**src/rtl/ddr2_sdram_phy_alt_mem_phy_pll_phs_shft_ctrl_if.sv**
```systemverilog
// Sequencer- and PLL-facing signals of the PLL phase-shift controller.
// The controller connects through the slave modport.
interface ddr2_sdram_phy_alt_mem_phy_pll_phs_shft_ctrl_if #(
   parameter int CLOCK_INDEX_WIDTH = 3
);
   logic                         seq_pll_start_reconfig;
   logic [CLOCK_INDEX_WIDTH-1:0] seq_pll_select;
   logic                         seq_pll_inc_dec_n;
   logic                         pll_phasedone;
   logic [CLOCK_INDEX_WIDTH-1:0] pll_phasecounterselect;
   logic                         pll_phaseupdown;
   logic                         pll_phasestep;
   logic                         phs_shft_busy;
   logic                         phs_shft_done;
   logic                         phs_shft_timeout_err;
   logic                         phs_shft_overrun_err;
   logic [15:0]                  phs_shft_step_count;

   modport master (
      output seq_pll_start_reconfig, seq_pll_select, seq_pll_inc_dec_n, pll_phasedone,
      input  pll_phasecounterselect, pll_phaseupdown, pll_phasestep, phs_shft_busy,
             phs_shft_done, phs_shft_timeout_err, phs_shft_overrun_err, phs_shft_step_count
   );

   modport slave (
      input  seq_pll_start_reconfig, seq_pll_select, seq_pll_inc_dec_n, pll_phasedone,
      output pll_phasecounterselect, pll_phaseupdown, pll_phasestep, phs_shft_busy,
             phs_shft_done, phs_shft_timeout_err, phs_shft_overrun_err, phs_shft_step_count
   );
endinterface

```
**src/rtl/ddr2_sdram_phy_alt_mem_phy_pll_phs_shft_ctrl.sv**
```systemverilog
// PLL dynamic phase-shift controller: one phasestep per sequencer request edge,
// then waits for the PLL phasedone low/high handshake with a per-edge timeout.
module ddr2_sdram_phy_alt_mem_phy_pll_phs_shft_ctrl #(
   parameter int CLOCK_INDEX_WIDTH             = 3,
   parameter int PHASESTEP_CYCLES              = 2,
   parameter int TIMEOUT_CYCLES                = 255,
   parameter int METASTABILITY_GUARD_REGISTERS = 2
) (
   input  logic seq_clk,
   input  logic reset_seq_n,
   ddr2_sdram_phy_alt_mem_phy_pll_phs_shft_ctrl_if.slave bus
);
   localparam int CNT_MAX = (TIMEOUT_CYCLES > PHASESTEP_CYCLES) ? TIMEOUT_CYCLES : PHASESTEP_CYCLES;
   localparam int CNT_W   = (CNT_MAX < 2) ? 1 : $clog2(CNT_MAX + 1);
   localparam int G       = METASTABILITY_GUARD_REGISTERS;

   typedef enum logic [2:0] {
      S_INIT, S_IDLE, S_SETUP, S_STEP, S_WAIT_LOW, S_WAIT_HIGH, S_DONE
   } state_t;

   state_t                       state_q, state_d;
   logic [G-1:0]                 pd_sync_q;
   logic                         pd_s;
   logic                         req_prev_q;
   logic                         req;
   logic [CNT_W-1:0]             cnt_q, cnt_d, cnt_inc;
   logic [CLOCK_INDEX_WIDTH-1:0] sel_q, sel_d;
   logic                         updown_q, updown_d;
   logic                         timed_out_q, timed_out_d;
   logic                         to_err_q, to_err_d;
   logic                         ovr_err_q, ovr_err_d;
   logic [15:0]                  count_q, count_d;

   assign pd_s    = pd_sync_q[G-1];
   assign req     = bus.seq_pll_start_reconfig & ~req_prev_q;
   assign cnt_inc = cnt_q + 1'b1;

   always_ff @(posedge seq_clk) begin
      if (!reset_seq_n) begin
         pd_sync_q <= '0;
      end else begin
         pd_sync_q[0] <= bus.pll_phasedone;
         for (int unsigned i = 1; i < G; i++) pd_sync_q[i] <= pd_sync_q[i-1];
      end
   end

   always_ff @(posedge seq_clk) begin
      if (!reset_seq_n) begin
         state_q     <= S_INIT;
         req_prev_q  <= 1'b1;
         cnt_q       <= '0;
         sel_q       <= '0;
         updown_q    <= 1'b0;
         timed_out_q <= 1'b0;
         to_err_q    <= 1'b0;
         ovr_err_q   <= 1'b0;
         count_q     <= '0;
      end else begin
         state_q     <= state_d;
         req_prev_q  <= bus.seq_pll_start_reconfig;
         cnt_q       <= cnt_d;
         sel_q       <= sel_d;
         updown_q    <= updown_d;
         timed_out_q <= timed_out_d;
         to_err_q    <= to_err_d;
         ovr_err_q   <= ovr_err_d;
         count_q     <= count_d;
      end
   end

   always_comb begin
      state_d     = state_q;
      cnt_d       = '0;
      sel_d       = sel_q;
      updown_d    = updown_q;
      timed_out_d = timed_out_q;
      to_err_d    = to_err_q;
      count_d     = count_q;
      // Any edge outside IDLE (including DONE's last cycle) is dropped as an overrun.
      ovr_err_d   = ovr_err_q | (req & (state_q != S_IDLE));
      case (state_q)
         S_INIT:  if (pd_s) state_d = S_IDLE;
         S_IDLE: begin
            if (req) begin
               sel_d       = bus.seq_pll_select;
               updown_d    = bus.seq_pll_inc_dec_n;
               timed_out_d = 1'b0;
               state_d     = S_SETUP;
            end
         end
         S_SETUP: state_d = S_STEP;
         S_STEP: begin
            if (cnt_q == CNT_W'(PHASESTEP_CYCLES - 1)) state_d = S_WAIT_LOW;
            else                                       cnt_d   = cnt_inc;
         end
         S_WAIT_LOW: begin
            if (!pd_s) begin
               state_d = S_WAIT_HIGH;
            end else if (cnt_inc == CNT_W'(TIMEOUT_CYCLES)) begin
               state_d     = S_DONE;
               to_err_d    = 1'b1;
               timed_out_d = 1'b1;
            end else begin
               cnt_d = cnt_inc;
            end
         end
         S_WAIT_HIGH: begin
            if (pd_s) begin
               state_d = S_DONE;
            end else if (cnt_inc == CNT_W'(TIMEOUT_CYCLES)) begin
               state_d     = S_DONE;
               to_err_d    = 1'b1;
               timed_out_d = 1'b1;
            end else begin
               cnt_d = cnt_inc;
            end
         end
         S_DONE: begin
            state_d = S_IDLE;
            if (!timed_out_q && (count_q != '1)) count_d = count_q + 16'd1;
         end
         default: state_d = S_INIT;
      endcase
   end

   assign bus.pll_phasecounterselect = sel_q;
   assign bus.pll_phaseupdown        = updown_q;
   assign bus.pll_phasestep          = (state_q == S_STEP);
   assign bus.phs_shft_busy          = (state_q != S_IDLE);
   assign bus.phs_shft_done          = (state_q == S_DONE);
   assign bus.phs_shft_timeout_err   = to_err_q;
   assign bus.phs_shft_overrun_err   = ovr_err_q;
   assign bus.phs_shft_step_count    = count_q;
endmodule

```
**src/flat_wrapper.sv**
```systemverilog
// flat-port wrapper written by rule: the top's interface ports become plain ports
module ddr2_sdram_phy_alt_mem_phy_pll_phs_shft_ctrl_flat 
#(
   parameter int CLOCK_INDEX_WIDTH             = 3,
   parameter int PHASESTEP_CYCLES              = 2,
   parameter int TIMEOUT_CYCLES                = 255,
   parameter int METASTABILITY_GUARD_REGISTERS = 2
)
  (seq_clk, reset_seq_n, bus_seq_pll_start_reconfig, bus_seq_pll_select, bus_seq_pll_inc_dec_n, bus_pll_phasedone, bus_pll_phasecounterselect, bus_pll_phaseupdown, bus_pll_phasestep, bus_phs_shft_busy, bus_phs_shft_done, bus_phs_shft_timeout_err, bus_phs_shft_overrun_err, bus_phs_shft_step_count);
  ddr2_sdram_phy_alt_mem_phy_pll_phs_shft_ctrl_if #(.CLOCK_INDEX_WIDTH(CLOCK_INDEX_WIDTH)) bus_i ();
  input  logic seq_clk;
  input  logic reset_seq_n;
  input wire logic [$bits(bus_i.seq_pll_start_reconfig)-1:0] bus_seq_pll_start_reconfig;
  input wire logic [$bits(bus_i.seq_pll_select)-1:0] bus_seq_pll_select;
  input wire logic [$bits(bus_i.seq_pll_inc_dec_n)-1:0] bus_seq_pll_inc_dec_n;
  input wire logic [$bits(bus_i.pll_phasedone)-1:0] bus_pll_phasedone;
  output wire logic [$bits(bus_i.pll_phasecounterselect)-1:0] bus_pll_phasecounterselect;
  output wire logic [$bits(bus_i.pll_phaseupdown)-1:0] bus_pll_phaseupdown;
  output wire logic [$bits(bus_i.pll_phasestep)-1:0] bus_pll_phasestep;
  output wire logic [$bits(bus_i.phs_shft_busy)-1:0] bus_phs_shft_busy;
  output wire logic [$bits(bus_i.phs_shft_done)-1:0] bus_phs_shft_done;
  output wire logic [$bits(bus_i.phs_shft_timeout_err)-1:0] bus_phs_shft_timeout_err;
  output wire logic [$bits(bus_i.phs_shft_overrun_err)-1:0] bus_phs_shft_overrun_err;
  output wire logic [$bits(bus_i.phs_shft_step_count)-1:0] bus_phs_shft_step_count;
  assign bus_i.seq_pll_start_reconfig = bus_seq_pll_start_reconfig;
  assign bus_i.seq_pll_select = bus_seq_pll_select;
  assign bus_i.seq_pll_inc_dec_n = bus_seq_pll_inc_dec_n;
  assign bus_i.pll_phasedone = bus_pll_phasedone;
  assign bus_pll_phasecounterselect = bus_i.pll_phasecounterselect;
  assign bus_pll_phaseupdown = bus_i.pll_phaseupdown;
  assign bus_pll_phasestep = bus_i.pll_phasestep;
  assign bus_phs_shft_busy = bus_i.phs_shft_busy;
  assign bus_phs_shft_done = bus_i.phs_shft_done;
  assign bus_phs_shft_timeout_err = bus_i.phs_shft_timeout_err;
  assign bus_phs_shft_overrun_err = bus_i.phs_shft_overrun_err;
  assign bus_phs_shft_step_count = bus_i.phs_shft_step_count;
  ddr2_sdram_phy_alt_mem_phy_pll_phs_shft_ctrl #(.CLOCK_INDEX_WIDTH(CLOCK_INDEX_WIDTH), .PHASESTEP_CYCLES(PHASESTEP_CYCLES), .TIMEOUT_CYCLES(TIMEOUT_CYCLES), .METASTABILITY_GUARD_REGISTERS(METASTABILITY_GUARD_REGISTERS)) u_core (.seq_clk(seq_clk), .reset_seq_n(reset_seq_n), .bus(bus_i));
endmodule
```
**config.mk**
```make
export PLATFORM = sky130hd
export DESIGN_NAME = ddr2_sdram_phy_alt_mem_phy_pll_phs_shft_ctrl_flat
export DESIGN_NICKNAME = d
export VERILOG_FILES = /design/src/rtl/ddr2_sdram_phy_alt_mem_phy_pll_phs_shft_ctrl_if.sv /design/src/rtl/ddr2_sdram_phy_alt_mem_phy_pll_phs_shft_ctrl.sv /design/src/flat_wrapper.sv
export SDC_FILE = /design/constraint.sdc
export NUM_CORES = 1
export LEC_CHECK = 0
export ABC_AREA = 1
export CORE_AREA = 2 2 67 82
export DETAILED_ROUTE_END_ITERATION = 12
export DIE_AREA = 0 0 69 84
export PLACE_DENSITY = 0.7
export SETUP_SLACK_MARGIN = 0.2
export SYNTH_ARGS = -nofsm -noshare
export SYNTH_HDL_FRONTEND = slang
export SYNTH_SLANG_ARGS = --single-unit
```
**constraint.sdc**
```tcl
create_clock -name seq_clk -period 1.7 [get_ports seq_clk]
set_input_delay 0.255 -clock seq_clk [delete_from_list [all_inputs] [get_ports seq_clk]]
set_output_delay 0.255 -clock seq_clk [all_outputs]
set_load 0.005 [all_outputs]
```
## After elaboration in Yosys (flattened, before gate mapping)

Cells that the tools add are included.

| storage, ports and cells | value |
|---|---|
| bits in registers | 37 |
| bits of input ports | 8 |
| output and inout port bits | 25 |
| word-level logic and storage cells | 62 |

| operators by class | value |
|---|---|
| add/sub/neg operators | 2 |
| equal/unequal tests | 15 |
| mux-type cells | 21 |
| bitwise gates (word level) | 4 |
| reductions and logical operators | 10 |

Operator list:

| cell | number |
|---|---|
| 8-bit two-way mux | 4 |
| 8-bit case mux with 3 select lines | 1 |
| 3-bit case mux with 7 select lines | 1 |
| 3-bit two-way mux | 6 |
| 16-bit by 1-bit adder with 16-bit output (second input constant) | 1 |
| 16-bit inequality test (second input constant) | 1 |
| 3-bit == test (second input constant) | 3 |
| 8-bit by 1-bit adder with 8-bit output (second input constant) | 1 |
| 8-bit by 1-bit == test with 1-bit output (second input constant) | 1 |
| 8-bit == test (second input constant) | 1 |
| 2-bit by 1-bit inequality test with 1-bit output (second input constant) | 4 |
| 1-bit two-way mux | 7 |
| 3-bit by 2-bit == test with 1-bit output (second input constant) | 2 |
| 3-bit AND reduction | 2 |
| 2-bit AND reduction | 2 |
| 4-bit AND reduction | 1 |
| 3-bit by 1-bit == test with 1-bit output (second input constant) | 1 |
| 3-bit zero test | 1 |
| 3-bit by 1-bit inequality test with 1-bit output (second input constant) | 1 |
| 1-bit case mux with 3 select lines | 1 |
| 3-bit nonzero test | 1 |
| 1-bit AND | 2 |
| 2-bit inequality test (second input constant) | 1 |
| 1-bit case mux with 2 select lines | 1 |
| other kinds (5) | 5 |

## Depth between registers and ports, before layout

Gate-level depths: netlist of run 1.

| logic depth | value |
|---|---|
| depth in word-level cells | 5 |
| depth in mapped cells | 12 |

## Worst setup path after synthesis of run 1

OpenSTA, ideal clock, no wires.

| path | value |
|---|---|
| kind | register to register |
| from | register u_core.cnt_q[0] |
| to | register u_core.cnt_q[0] |
| library setup time | 0.121 ns |
| data arrival time | 1.430 ns |
| data required time | 1.579 ns |
| path slack | 0.149 ns |
| cell stages (with the launch flop) | 9 |
| path buffers | 0 |
| period minus slack after synthesis | 1.551 ns |
| cell sequence | dfxtp_1 ha_1 nand3_2 o21bai_1 nand2_1 nor2_1 a21oi_2 o21ai_4 nor2_1 |

| on the way | value |
|---|---|
| longest elaborated chain between the ends | 5 |
| elaborated cells between the ends (all ways) | 8 |
| classes of those cells | add/sub (1); eq/ne (2); mux (5) |

Ends and longest elaborated chain:

| what | line | text |
|---|---|---|
| start: declaration | ddr2_sdram_phy_alt_mem_phy_pll_phs_shft_ctrl.sv:26 | `logic [CNT_W-1:0] cnt_q, cnt_d, cnt_inc;` |
| start signal: assignment | ddr2_sdram_phy_alt_mem_phy_pll_phs_shft_ctrl.sv:61 | `cnt_q <= cnt_d;` |
| 8-bit by 1-bit adder with 8-bit output | ddr2_sdram_phy_alt_mem_phy_pll_phs_shft_ctrl.sv:36 | `assign cnt_inc = cnt_q + 1'b1;` |
| 8-bit == test | ddr2_sdram_phy_alt_mem_phy_pll_phs_shft_ctrl.sv:99, ddr2_sdram_phy_alt_mem_phy_pll_phs_shft_ctrl.sv:110 |  |
| 8-bit two-way mux | ddr2_sdram_phy_alt_mem_phy_pll_phs_shft_ctrl.sv:99, ddr2_sdram_phy_alt_mem_phy_pll_phs_shft_ctrl.sv:110 |  |
| 8-bit two-way mux (on tied branches) | ddr2_sdram_phy_alt_mem_phy_pll_phs_shft_ctrl.sv:108, ddr2_sdram_phy_alt_mem_phy_pll_phs_shft_ctrl.sv:97 |  |
| 8-bit case mux with 3 select lines * | ddr2_sdram_phy_alt_mem_phy_pll_phs_shft_ctrl.sv:81 | `case (state_q)` |

Mark *: on every way between the ends. The rest lies on a longest branch, timed or not.
A chain may end at the register's enable or synchronous reset.

## Final worst setup path of run 1

| path | value |
|---|---|
| from | register u_core.cnt_q[0] |
| to | register u_core.cnt_q[4] |

The elaborated chain is that of the path after synthesis.

==> results by group, run 1 <==
Detailed routing
  • Routed WL: 5140 µm
  • Via density: 4.84
  • Vias: 2023
  • DR WL/cell: 12.3 µm
  • First-pass detailed-route iteration total: 4
  • Iter 0 DRT Violations: 76
  • Antenna-violating nets left: 0
  • Remaining DRCs: 0

Critical path
  • Crit path DAT: 1.83 ns
  • WS Path Type: register to register
  • R2R Path Start: u_core.cnt_q[0]
  • Crit-path cells: inv_2 -> ha_1 -> nand2_1 -> nor2_2 -> nand2_2 -> nor2_4 -> a21oi_2 -> o21ai_4 -> nor2_1
  • CP Capture Type: register
  • CP required: 1.89 ns
  • Top Family by Delay on Critical Path: simple AND/OR/NAND/NOR gates
  • FF-to-FF path depth: 9
  • Critical path buffers and inverters: 1
  • Crit path largest cell delay: 0.38 ns
  • Critical path fanouts, max: 8
  • R2r setup slk: 0.06 ns
  • Worst r2r dst: u_core.cnt_q[4]
  • Worst path slowest cell: dfxtp_4
  • Cell depth of the worst setup path: 9
  • Startpoint Class: register

Finish
  • Area grow syn2layout: 50.1%
  • N_diodes: 0
  • # fillers: 455
  • Layout cell share with drive strength beyond 1: 0.320
  • Layout Nets: 367
  • Most frequent cells in the layout: nand2_1, nor2_1, inv_1
  • Commonest non-fill, non-tap cell in the layout: nand2_1

Clock network
  • TritonCTS clock tree: done
  • Clk slew on worst S/H paths: 0.08 ns
  • CTS Buffer Depth: 2
  • Clock sink count: 37
  • Worst skew pair latency: 0.30 ns
  • Clock buffer count from CTS: 5
  • H-tree level count: 2
  • CTS root buf: clkbuf_8

Timing
  • WHS: 0.430 ns
  • Final WS setup: 0.0611 ns
  • Highest clock rate: 610 MHz
  • Post-Route Setup TNS: 0 ns
  • Worst slew pin tran: 0.460 ns
  • Hold violation total from the final report: 0
  • Max Slew Vio Count: 0
  • Clk_skew: 0.00568 ns
  • Slew headroom: 0.693
  • Fin crit share: 0.964
  • Min Tclk post-route: 1.64 ns
  • Final-report setup violation count: 0
  • RSZ-0062 raised after global routing: true

Worst hold path
  • Hold crit path type: register to register
  • Hold Path Cell Cnt: 2
  • Hold Startpoint: u_core.pd_sync_q[0]
  • Hold EP: u_core.pd_sync_q[1]

GRT
  • Initial antenna violation count: 0
  • Number of global-route vias before repair: 1978
  • Total gr overflow: 0
  • First-pass GRT wire length: 8340 µm
  • Largest net degree at the start of global routing: 16
  • Total track usage: 0.174

Floorplan
  • Total core area: 5080 µm²
  • Die Footprint: 5800 µm²
  • Initial Util: 0.384
  • Die W: 69 µm
  • Row Count: 29
  • Boundary pin count: 33
  • Die Y: 84 µm

Yosys
  • Post-synthesis instance area: 1950 µm²
  • Yosys reg bits: 37
  • FFs w/ async S/R, synth: 0
  • Avg Inst Size Synth: 6.80 µm²
  • EDFF count, synth: 0
  • Post-synth top area share: 0.379
  • Ys flop type: dfxtp_1
  • Area leader, netlist: dfxtp_1
  • Register area share after synthesis: 0.379
  • Warning count from the yosys run: 0
  • Post-synthesis cell count: 287
  • Count of different cell masters after synthesis: 27
  • Synth top area cells: dfxtp_1, nand2_1, nor2_1
  • Syn Nets: 299

Placement
  • Buffers on Ports: 32
  • Detail Placement HPWL: 3210 µm
  • Gpl congestion: 0.911
  • Pre-CTS setup slack: 0.0246 ns

Power
  • Leak: 1.13 nW
  • PwrDens: 688 nW/µm²
  • Worst VDD drop: 642 µV

Job
  • Max-cap viol count: 0

Run status
  • Status: finished clean
## power by group
group / internal [mW] / leakage, nW / switching, mW / total [mW]
sequential: 0.882 / 0.311 / 0.0206 / 0.903
combinational: 0.168 / 0.764 / 0.157 / 0.326
clock: 0.439 / 0.0543 / 0.349 / 0.788
## per-layer routing
metal	track usage	up-vias	routed length (µm)
met5	0	-	0
met1	0.201	920	2170
met2	0.307	47	2640
met3	0.0362	12	203
li1	-	1044	-
met4	0.0766	0	128
## final cells by class
type                       count  area, µm²  share of cell area
multi-input combinational    208       1210               0.412
sequential                    37        787               0.269
timing repair buffer          65        592               0.202
inverter                      37        143              0.0487
tap                           62       77.6              0.0265
clock buffer                   5       68.8              0.0235
clock inverter                 3       46.3              0.0158
timing repair inverter         1       7.51             0.00256
## how the worst max path moves through the flow
stage | from | endpoint | slack, ns
2_1_floorplan | u_core.bus.phs_shft_step_count[1] | u_core.bus.phs_shft_step_count[10] | 0.21
3_3_place_gp | u_core.cnt_q[1] | u_core.cnt_q[0] | 0.03
3_5_place_dp | u_core.cnt_q[1] | u_core.cnt_q[3] | 0.02
4_1_cts | u_core.bus.phs_shft_step_count[1] | u_core.bus.phs_shft_step_count[6] | 0.15
5_1_grt | u_core.cnt_q[0] | u_core.cnt_q[7] | -0.04
6_report | u_core.cnt_q[0] | u_core.cnt_q[4] | 0.06
## logic make-up after synthesis
family / count (synthesis) / share of synthesized area
AOI/OAI and AO/OA: 34 / 0.101
and+or+nand+nor: 163 / 0.366
adders and majority gates: 4 / 0.0256
buffers and inverters: 42 / 0.0961
DFF: 37 / 0.379
xor gates and xnor gates: 7 / 0.0314
## synthesized netlist by cell type (all sizes together) (2+ instances only)
cell type  number
nand2          70
nor2           55
dfxtp          37
inv            37
nand3          19
o21ai          16
a21oi          13
nor3           10
xor2            5
buf             4
ha              4
nand4           3
nor3b           3
a31oi           2
and3            2
xnor2           2
## metrics by stage
stage	total power [mW]	cell area (µm²)	utilization	cells
2_1_floorplan	1.05	1960	-	287
3_3_place_gp	1.15	2390	0.471	387
3_5_place_dp	1.15	2390	0.471	387
4_1_cts	2.02	2770	0.544	413
5_1_grt	2.09	2930	0.577	418
6_report	2.02	2930	0.577	418
## sequential cells by signal, indices dropped and copies added, names as in the netlist
name / count
u_core.bus.phs_shft_step_count: 16
u_core.state_q: 3
u_core.bus.phs_shft_timeout_err: 1
u_core.bus.phs_shft_overrun_err: 1
u_core.bus.pll_phaseupdown: 1
u_core.cnt_q: 8
u_core.pd_sync_q: 2
u_core.bus.pll_phasecounterselect: 3
u_core.timed_out_q: 1
u_core.req_prev_q: 1
## worst min-delay path, delay by kind of cell, from the launching register on
| family | cells | cell delay (ns) |
|---|---|---|
| buffers and inverters | 1 | 0.03 |
| flip-flops | 1 | 0.31 |
| AND/OR/NAND/NOR | 1 | 0.05 |
## timing repair
action / in CTS / in global routing
hold buffers: 0 / 0
endpoints found under the setup margin: 37 / 38
cloned: 1 / 0
setup buffers: 17 / 5
gates resized for setup: 51 / 45
pin swaps: 10 / 17
(Power assumes the default switching activity.)
==> inputs of run 2 (changes only) <==
--- a/config.mk
+++ b/config.mk
@@ -6,11 +6,12 @@
 export NUM_CORES = 1
 export LEC_CHECK = 0
 export ABC_AREA = 1
-export CORE_AREA = 2 2 67 82
+export CORE_AREA = 2 2 59 73
 export DETAILED_ROUTE_END_ITERATION = 12
-export DIE_AREA = 0 0 69 84
-export PLACE_DENSITY = 0.7
+export DIE_AREA = 0 0 61 75
+export PLACE_DENSITY = 0.84
 export SETUP_SLACK_MARGIN = 0.2
+export SLEW_MARGIN = 20
 export SYNTH_ARGS = -nofsm -noshare
 export SYNTH_HDL_FRONTEND = slang
 export SYNTH_SLANG_ARGS = --single-unit
==> run 2 against run 1 <==
Compared with the run above: maximum frequency grew 0.45%; largest cell class unchanged; count of clock-buffer cells in the layout grew 1; flip-flop and latch count is the same; non-clock buffer count shrank 5; sequential power grew 0.7%; combinational power shrank 13%; routed wire length grew 11%.
==> results by group, run 2 (synthesized netlist as in run 1, its figures left out) <==
Detailed routing
  • Antenna-violating nets left: 0
  • Iter 0 DRT Violations: 149
  • Remaining DRCs: 0
  • Vias: 2099
  • DR WL/cell: 14.0 µm
  • Routed WL: 5690 µm
  • Via density: 5.18
  • First-pass detailed-route iteration total: 5

Critical path
  • CP required: 1.89 ns
  • WS Path Type: register to register
  • FF-to-FF path depth: 10
  • Crit-path cells: inv_1 -> nor3_4 -> nand4_1 -> nand2_4 -> buf_12 -> clkinv_8 -> nand2_4 -> nand2_1 -> inv_1 -> nor2_1
  • Critical path fanouts, max: 6
  • Startpoint Class: register
  • Top Family by Delay on Critical Path: simple AND/OR/NAND/NOR gates
  • Worst path slowest cell: dfxtp_1
  • R2r setup slk: 0.07 ns
  • R2R Path Start: u_core.bus.phs_shft_step_count[6]
  • Worst r2r dst: u_core.bus.phs_shft_step_count[6]
  • Critical path buffers and inverters: 4
  • CP Capture Type: register
  • Crit path largest cell delay: 0.42 ns
  • Crit path DAT: 1.82 ns

Power
  • Leak: 1.14 nW
  • Worst VDD drop: 557 µV
  • Total power: 1.82 mW
  • PwrDens: 636 nW/µm²

Timing
  • Highest clock rate: 613 MHz
  • WHS: 0.437 ns
  • Hold violation total from the final report: 0
  • Fin crit share: 0.960
  • Max Slew Vio Count: 0
  • Worst slew pin tran: 0.419 ns
  • Min Tclk post-route: 1.63 ns
  • RSZ-0062 raised after global routing: true
  • Slew headroom: 0.720
  • Final-report setup violation count: 0
  • Post-Route Setup TNS: 0 ns
  • Clk_skew: 0.00325 ns

GRT
  • Largest net degree at the start of global routing: 16
  • Initial antenna violation count: 0
  • Total gr overflow: 0
  • Number of global-route vias before repair: 1823
  • Total track usage: 0.222
  • First-pass GRT wire length: 7630 µm

Floorplan
  • Die Y: 75 µm
  • Initial Util: 0.507
  • Die Footprint: 4580 µm²
  • Row Count: 25
  • Boundary pin count: 33
  • Die W: 61 µm
  • Total core area: 3850 µm²

Clock network
  • CTS root buf: clkbuf_8
  • Clock buffer count from CTS: 5
  • Clock sink count: 37
  • H-tree level count: 2
  • Worst skew pair latency: 0.30 ns
  • TritonCTS clock tree: done
  • Clk slew on worst S/H paths: 0.08 ns
  • CTS Buffer Depth: 2

Finish
  • Most frequent cells in the layout: nand2_1, nor2_1, inv_1
  • # fillers: 257
  • N_diodes: 0
  • Max FFs per register: 16
  • Commonest non-fill, non-tap cell in the layout: nand2_1
  • Final std cells w/o fill: 405
  • Final instance area: 2860 µm²
  • Layout Nets: 362
  • Layout cell share with drive strength beyond 1: 0.293
  • Area grow syn2layout: 46.3%

Worst hold path
  • Hold Startpoint: u_core.pd_sync_q[0]
  • Hold EP: u_core.pd_sync_q[1]
  • Hold crit path type: register to register
  • Hold Path Cell Cnt: 2

Placement
  • Detail Placement HPWL: 3090 µm
  • Placed instance area: 2380 µm²
  • Gpl congestion: 0.897
  • Inst Count DP: 379
  • Buffers on Ports: 32

Run status
  • Status: finished clean

Job
  • Max-cap viol count: 0
run 2: cell types whose count changed in the layout (fill, tap and decap cells not counted), sizes merged:
cell	previous run	this run
clkbuf	5	6
clkinvlp	3	2
dlymetal6s2s	1	0
bufinv	1	0
inv	36	37
clkdlybuf4s50	24	25
buf	33	28
run 2: power by group:
| part | internal, mW | switching [mW] |
|---|---|---|
| clock network | 0.289 | 0.337 |
| registers | 0.888 | 0.0203 |
| logic | 0.130 | 0.152 |
| total | 1.31 | 0.510 |
run 2: worst max-delay path by stage:
stage	start	endpoint	slack (ns)	cells past startpoint
3_3_place_gp	u_core.cnt_q[1]	u_core.cnt_q[7]	0.09	10
4_1_cts	u_core.state_q[0]	bus_phs_shft_busy	0.13	5
2_1_floorplan	u_core.bus.phs_shft_step_count[1]	u_core.bus.phs_shft_step_count[10]	0.21	9
3_5_place_dp	u_core.cnt_q[1]	u_core.cnt_q[5]	0.02	8
5_1_grt	u_core.state_q[2]	u_core.cnt_q[7]	-0.04	8
6_report	u_core.bus.phs_shft_step_count[6]	u_core.bus.phs_shft_step_count[6]	0.07	10
run 2: through the flow:
| stage | util | setup WS, ns |
|---|---|---|
| 6_report | 0.742 | 0.0685 |
| 5_1_grt | 0.742 | -0.0353 |
| 4_1_cts | 0.681 | 0.134 |
| 3_5_place_dp | 0.620 | 0.0226 |
| 3_3_place_gp | 0.620 | 0.0897 |
| 2_1_floorplan | - | 0.211 |
run 2: final cells by class:
cell class / instances / area [µm²] / area share
clock buffer: 6 / 72.6 / 0.0254
inverter: 37 / 151 / 0.0530
clock inverter: 2 / 15.0 / 0.00526
multi-input combinational: 208 / 1210 / 0.426
timing repair buffer: 60 / 549 / 0.192
timing repair inverter: 1 / 8.76 / 0.00307
tap: 54 / 67.6 / 0.0237
sequential: 37 / 776 / 0.272
run 2: layer usage:
metal / track usage / share of wire
met1: 0.256 / 0.39
met2: 0.379 / 0.52
met3: 0.0498 / 0.058
met4: 0.114 / 0.041
met5: 0 / 0
run 2: worst register-to-register path: stages, from the launching register on:
cell	delay [ns]
dfxtp_1	0.42
inv_1	0.14
nor3_4	0.24
nand4_1	0.17
nand2_4	0.15
buf_12	0.14
clkinv_8	0.07
nand2_4	0.06
nand2_1	0.04
inv_1	0.06
nor2_1	0.04
run 2: what timing repair did:
action	4_1_cts	5_1_grt
pin swaps	5	19
resized for setup	33	57
gates cloned	1	1
buffers inserted	10	6
hold buffers	0	0
endpoints found under the setup margin	36	35
